## config.mk

```make
export PLATFORM = sky130hd
export DESIGN_NAME = seq_subtractor
export DESIGN_NICKNAME = d
export VERILOG_FILES = /design/src/rtl/seq_subtractor.sv
export SDC_FILE = /design/constraint.sdc
export NUM_CORES = 1
export LEC_CHECK = 0
export BUFFER_PORTS_ARGS = -buffer_cell sky130_fd_sc_hd__buf_2
export CORE_AREA = 2 2 58 60
export DETAILED_ROUTE_END_ITERATION = 10
export DIE_AREA = 0 0 60 62
export GPL_TIMING_DRIVEN = 0
export PLACE_DENSITY = 0.8
export SLEW_MARGIN = 10
export SYNTH_ARGS = -nofsm -noshare
export SYNTH_HDL_FRONTEND = slang
export SYNTH_SLANG_ARGS = --single-unit
```

## constraint.sdc

```tcl
create_clock -name clk -period 3.1 [get_ports clk]
set_clock_uncertainty 0.1 [all_clocks]
set_input_delay 0.775 -clock clk [delete_from_list [all_inputs] [get_ports clk]]
set_output_delay 0.775 -clock clk [all_outputs]
set_load 0.005 [all_outputs]
```

## src/rtl/seq_subtractor.sv

```systemverilog
// rtl/seq_subtractor.sv - multi-cycle chunked subtractor a - b - borrow_in with valid/ready handshakes
// Optional: define SUB_SATURATE_EN to clamp the result to the signed limit on overflow.
module seq_subtractor #(
    parameter int WIDTH = 8,
    parameter int CHUNK = 2
) (
    input  logic             clk,
    input  logic             rst,
    input  logic             in_valid,
    output logic             in_ready,
    input  logic [WIDTH-1:0] a,
    input  logic [WIDTH-1:0] b,
    input  logic             borrow_in,
    output logic             out_valid,
    input  logic             out_ready,
    output logic [WIDTH-1:0] difference,
    output logic             borrow_out,
    output logic             overflow
);

    localparam int N     = WIDTH / CHUNK;
    localparam int CNT_W = (N > 1) ? $clog2(N) : 1;
    localparam logic [CNT_W-1:0] LAST_CNT = CNT_W'(N - 1);

    generate
        if (WIDTH < 2 || CHUNK < 1 || (WIDTH % CHUNK) != 0) begin : g_bad_cfg
            $error("seq_subtractor: WIDTH must be >= 2 and a multiple of CHUNK");
        end
    endgenerate

    typedef enum logic [1:0] {
        S_IDLE,
        S_CALC,
        S_DONE
    } state_t;

    state_t           state_q;
    logic [WIDTH-1:0] a_q;
    logic [WIDTH-1:0] b_q;
    logic             borrow_q;
    logic [CNT_W-1:0] cnt_q;
    logic [WIDTH-1:0] diff_q;
    logic             borrow_out_q;
    logic             overflow_q;
    logic             in_ready_q;
    logic             out_valid_q;

    logic [31:0]      bit_pos_d;
    logic [WIDTH-1:0] a_sh_d;
    logic [WIDTH-1:0] b_sh_d;
    logic [CHUNK:0]   chunk_d;
    logic             ovf_d;
    logic [WIDTH-1:0] sat_d;

    // The extra top bit of chunk_d is the borrow out of this chunk.
    always_comb begin
        bit_pos_d = 32'(cnt_q) * 32'(CHUNK);
        a_sh_d    = a_q >> bit_pos_d;
        b_sh_d    = b_q >> bit_pos_d;
        chunk_d   = {1'b0, a_sh_d[CHUNK-1:0]} - {1'b0, b_sh_d[CHUNK-1:0]}
                    - {{CHUNK{1'b0}}, borrow_q};
        ovf_d     = (a_q[WIDTH-1] != b_q[WIDTH-1]) && (chunk_d[CHUNK-1] != a_q[WIDTH-1]);
        sat_d     = a_q[WIDTH-1] ? {1'b1, {(WIDTH-1){1'b0}}} : {1'b0, {(WIDTH-1){1'b1}}};
    end

    always_ff @(posedge clk) begin
        if (rst) begin
            state_q      <= S_IDLE;
            a_q          <= '0;
            b_q          <= '0;
            borrow_q     <= 1'b0;
            cnt_q        <= '0;
            diff_q       <= '0;
            borrow_out_q <= 1'b0;
            overflow_q   <= 1'b0;
            in_ready_q   <= 1'b1;
            out_valid_q  <= 1'b0;
        end else begin
            case (state_q)
                S_IDLE: begin
                    if (in_valid) begin
                        a_q        <= a;
                        b_q        <= b;
                        borrow_q   <= borrow_in;
                        cnt_q      <= '0;
                        in_ready_q <= 1'b0;
                        state_q    <= S_CALC;
                    end
                end
                S_CALC: begin
                    diff_q[bit_pos_d +: CHUNK] <= chunk_d[CHUNK-1:0];
                    borrow_q                   <= chunk_d[CHUNK];
                    cnt_q                      <= cnt_q + CNT_W'(1);
                    if (cnt_q == LAST_CNT) begin
                        borrow_out_q <= chunk_d[CHUNK];
                        overflow_q   <= ovf_d;
                        out_valid_q  <= 1'b1;
                        state_q      <= S_DONE;
`ifdef SUB_SATURATE_EN
                        if (ovf_d) begin
                            diff_q <= sat_d;
                        end
`endif
                    end
                end
                S_DONE: begin
                    if (out_ready) begin
                        out_valid_q <= 1'b0;
                        in_ready_q  <= 1'b1;
                        state_q     <= S_IDLE;
                    end
                end
                default: begin
                    state_q <= S_IDLE;
                end
            endcase
        end
    end

`ifndef SUB_SATURATE_EN
    logic unused_sat;
    assign unused_sat = ^sat_d;
`endif

    assign in_ready   = in_ready_q;
    assign out_valid  = out_valid_q;
    assign difference = diff_q;
    assign borrow_out = borrow_out_q;
    assign overflow   = overflow_q;

endmodule

```

# [Yosys cells after proc, flatten, opt, wreduce, memory -nomap -nowiden]
# Cells that the tools add are included.
# W data, S select, Z words.
[classes] add_sub_neg=4 eq_ne=8 shifts=4 mux=15 reduce_logical=11
[op_table] cell="$neg A3 Y34" n=1
[op_table] cell="$shift A2 B34 Y8 const A" n=1
[op_table] cell="$shiftx A2 B34 Y8" n=1
[op_table] cell="$shr A8 B3 Y2" n=2
[op_table] cell="$reduce_and A3 Y1" n=3
[op_table] cell="$bwmux W8" n=1
[op_table] cell="$mux W2" n=4
[op_table] cell="$ne A2 B2 Y1 const B" n=3
[op_table] cell="$pmux W1 S2" n=3
[op_table] cell="$pmux W2 S3" n=1
[op_table] cell="$reduce_and A2 Y1" n=3
[op_table] cell="$reduce_bool A2 Y1" n=3
[op_table] cell="$mux W1" n=5
[op_table] cell="$eq A2 B2 Y1 const B" n=2
[op_table] cell="$pmux W2 S2" n=1
[op_table] cell="$sub A2 B2 Y3" n=1
[op_table] cell="$sub A3 B1 Y3" n=1
[op_table] cell="$add A2 B1 Y2 const B" n=1
[op_table] cell="$eq A2 B1 Y1 const B" n=1
[op_table] cell="$logic_not A2 Y1" n=1
[op_table] cell="$ne A1 B1 Y1" n=2
[op_table] cell="$logic_and A1 B1 Y1" n=1
[totals] regBits=33 inputBits=21 out_inout_bits=12 word_cells=52

# [Logic depth before layout (Yosys ltp)]
[logic_depth] depth_word=5 mapped_depth=9 depth_no_buf=8

# [Least setup slack after synthesis]
# No wires, ideal clock.
[synth_timing] kind="register to register" from="register cnt_q[0]" to="register diff_q[1] (netlist: difference[1])" setup_time_ns=0.071 t_arrival_ns=2.412 required_time_ns=2.929 setup_slack_ns=0.517 path_stages_with_launch=8 path_buffers=1 synth_period_minus_slack_ns=2.583 cell_sequence="dfxtp_1 buf_6 mux4_2 fa_1 inv_1 fa_1 or3b_1 a21oi_1"
[synth_between] elab_chain_len=5 word_cells_on_any_way=8 classes_between="add/sub (3); shift (4); mux (1)"
[synth_lines] element="start: declaration" line_no="41" rtl="logic [CNT_W-1:0] cnt_q;"
[synth_lines] element="start signal: assignment" line_no="93" rtl="cnt_q <= cnt_q + CNT_W'(1);"
[synth_lines] element="$shr A8 B3 Y2 (on tied branches)" line_no="58, 59"
[synth_lines] element="$sub A2 B2 Y3" line_no="60" rtl="chunk_d = {1'b0, a_sh_d[CHUNK-1:0]} - {1'b0, b_sh_d[CHUNK-1:0]}"
[synth_lines] element="$sub A3 B1 Y3" line_no="61" rtl="- {{CHUNK{1'b0}}, borrow_q};"
[synth_lines] element="$shiftx A2 B34 Y8" line_no="91" rtl="diff_q[bit_pos_d +: CHUNK] <= chunk_d[CHUNK-1:0];"
[synth_lines] element="$bwmux W8 (*)" line_no="91"
[synth_lines] element="end signal: indexed assignment" line_no="91"
[synth_lines] element="end: declaration" line_no="42" rtl="logic [WIDTH-1:0] diff_q;"
# Mark *: on every way between the ends. The rest lies on a longest branch, timed or not.
# A chain may end at the register's enable or synchronous reset.

# [Worst setup path after layout]
# Same ends and word-level chain as after synthesis.

==> results.cfg <==
[critical_path]
end_kind = flop
worstPathRequired_ps = 3270
cpMostUsedCell = fa_1
critPathBufInv = 2
critPathSlowestCell = mux4_2
critPathTopFamily = adder cells
worst_setup_path_start_kind = flop
path_cells = buf_6, mux4_2, fa_1, inv_1, fa_1, or3b_1, a21oi_1
critical_path.max_fanout = 10
critical_path.max_stage_delay_ps = 520
worstSetupPathType = reg2reg
critPathArrivalTime_ps = 2940

[place]
hpwl_um = 2290
port_buffers = 31
gp_congestion = 0.823
pre_cts_slack_ps = 351
dpl-instance-area_mm2 = 0.00179
numPlacedInstances = 256

[yosys]
yosysUniqueCellTypes = 29
syn_inst = 179
synth_edf_count = 0
synth_most_common_cell = nand2_1
async_flop_share = 0
syn_area_mm2 = 0.00157
yosysTopAreaCellShare = 0.420
yosysWarningCount = 0
synth_flop_cell = dfxtp_1
yosys-top-cells-area = dfxtp_1 (42%), a21oi_1 (10%), nand2_1 (10%)
netlist_top_cells_count = nand2_1 (44), a21oi_1 (33), dfxtp_1 (33)
avgSynthCellArea_um2 = 8.79
synth_nets = 208
yosysSeqAreaShare = 0.420
yosysTopAreaCell = dfxtp_1
yosys_register_bits = 33

[sta]
slew_headroom = 0.654
fin_crit_ps = 2760
tns_ps = 0
fmax_mhz = 362
hold_viol = 0
hold_ws_ps = 352
rsz0062_at_grt = no
finalSetupViolations = 0
setup_ws_ps = 339
slew_viol_final = 0
post-route-period-util = 0.891
worstMarginPinSlew_ps = 519

[floorplanning]
die_y_um = 62
rows = 21
die_area_mm2 = 0.00372
core_area_mm2 = 0.00318
io_pins = 33
start_util = 0.495
die_width_um = 60

[power_and_ir_drop]
power_uw = 830
ir_drop_uv = 270
p_leak_nw = 0.746
power_density_mw_per_mm2 = 452

[detailed_routing]
drc = 0
drt_iter0_markers = 30
wl_um = 3090
avgRoutedWirePerCell_um = 11.7
ant_nets = 0
via_count = 1316
viasPerCell = 4.98
drtPass1Iterations = 4

[cts]
hold_buffers = 0
clockBufferDepth = 2
cts_root_buffer = clkbuf_4
clk_latency_ps = 340
clock_sink_count = 33
clk_transition_reported_paths_ps = 100
post-cts-setup-buffers = 0
cts_resized = 0
cts_buffers = 5
htreeDepth = 2
cts_tree = done

[run_status]
status = complete, no violations

[cells_and_area]
nets = 246
diodes = 0
fin_util = 0.577
fin_area_mm2 = 0.00184
drive_above_1_share = 0.229
synthToLayoutAreaGrowth_pct = 16.6
stdcell_count = 264

[global_routing]
grt_antenna_before_repair = 0
track_usage = 0.191
grt_max_degree = 11
grt_pass1_wl_um = 5160
gr-total-overflow = 0
first_global_vias = 1162

[min_path]
hold_path_class = reg2reg

[run]
maxCapViolCount = 0
-- power breakdown --
part | leakage, nW | internal, mW | switching [mW]
Clock | 0.0265 | 0.0903 | 0.138
Combinational | 0.449 | 0.0652 | 0.0784
Sequential | 0.270 | 0.444 | 0.0137
-- placed cells by master (no fill, tap or decap), types with 2 or more instances in the layout --
| cell | Yosys | routed |
|---|---|---|
| nand2b_1 | 3 | 3 |
| ha_1 | 6 | 6 |
| clkbuf_1 | 3 | 6 |
| nand3b_1 | 6 | 6 |
| nand4_1 | 7 | 7 |
| a21oi_1 | 33 | 33 |
| buf_6 | 4 | 4 |
| nor2b_1 | 3 | 3 |
| nand2_1 | 44 | 44 |
| inv_1 | 8 | 8 |
| or3_1 | 2 | 2 |
| nor2_1 | 3 | 3 |
| buf_2 | 3 | 34 |
| clkbuf_4 | 0 | 5 |
| fa_1 | 2 | 2 |
| dfxtp_1 | 33 | 33 |
| or3b_1 | 2 | 2 |
| o21bai_1 | 2 | 2 |
| mux4_2 | 4 | 4 |
-- per-layer routing --
layer	vias to the layer above	wire length, um	GRT usage	share of wire
met5	-	0	0	0
li1	685	-	-	-
met1	598	1380	0.235	0.45
met4	0	35	0.0667	0.011
met3	5	135	0.0621	0.044
met2	28	1540	0.315	0.50
-- area by class of cell --
cell class | count | area [um^2]
Fill cell | 313 | 1340
Multi-Input combinational cell | 127 | 808
Buffer | 11 | 75.1
Timing Repair Buffer | 31 | 155
Inverter | 8 | 30.0
Tap cell | 46 | 57.6
Clock buffer | 8 | 48.8
Sequential cell | 33 | 661
-- state kept, by name, summed over array words and instances, names as in the netlist --
signal / cells
out_valid: 1
b_q: 8
borrow_q: 1
overflow: 1
borrow_out: 1
in_ready: 1
difference: 8
a_q: 8
cnt_q: 2
state_q: 2
-- worst paths after layout --
check,to,startpoint,depth (start not counted),slack [ps]
worst max register to register,difference[1]$_SDFFE_PP0P_,cnt_q[0]$_SDFFE_PP0P_,7,340
worst max-delay path,difference[1]$_SDFFE_PP0P_,cnt_q[0]$_SDFFE_PP0P_,7,340
worst min-delay path,difference[2]$_SDFFE_PP0P_,difference[2]$_SDFFE_PP0P_,2,350
worst min register to register,difference[2]$_SDFFE_PP0P_,difference[2]$_SDFFE_PP0P_,2,350
-- logic make-up (layout without fill, tap and decap cells) --
family,Yosys count,after routing,synth area share
and+or+nand+nor,75,75,0.243
AOI/OAI and AO/OA,40,40,0.140
DFF,33,33,0.420
buffers and inverters,19,58,0.0668
adders and majority gates,8,8,0.0731
muxes,4,4,0.0572
-- worst min-delay path, cell delays in order (launching register included) --
cell     delay (ps)
dfxtp_1         320
nand2_1          50
a21oi_1          50
Power figures use the tool's default switching activity.
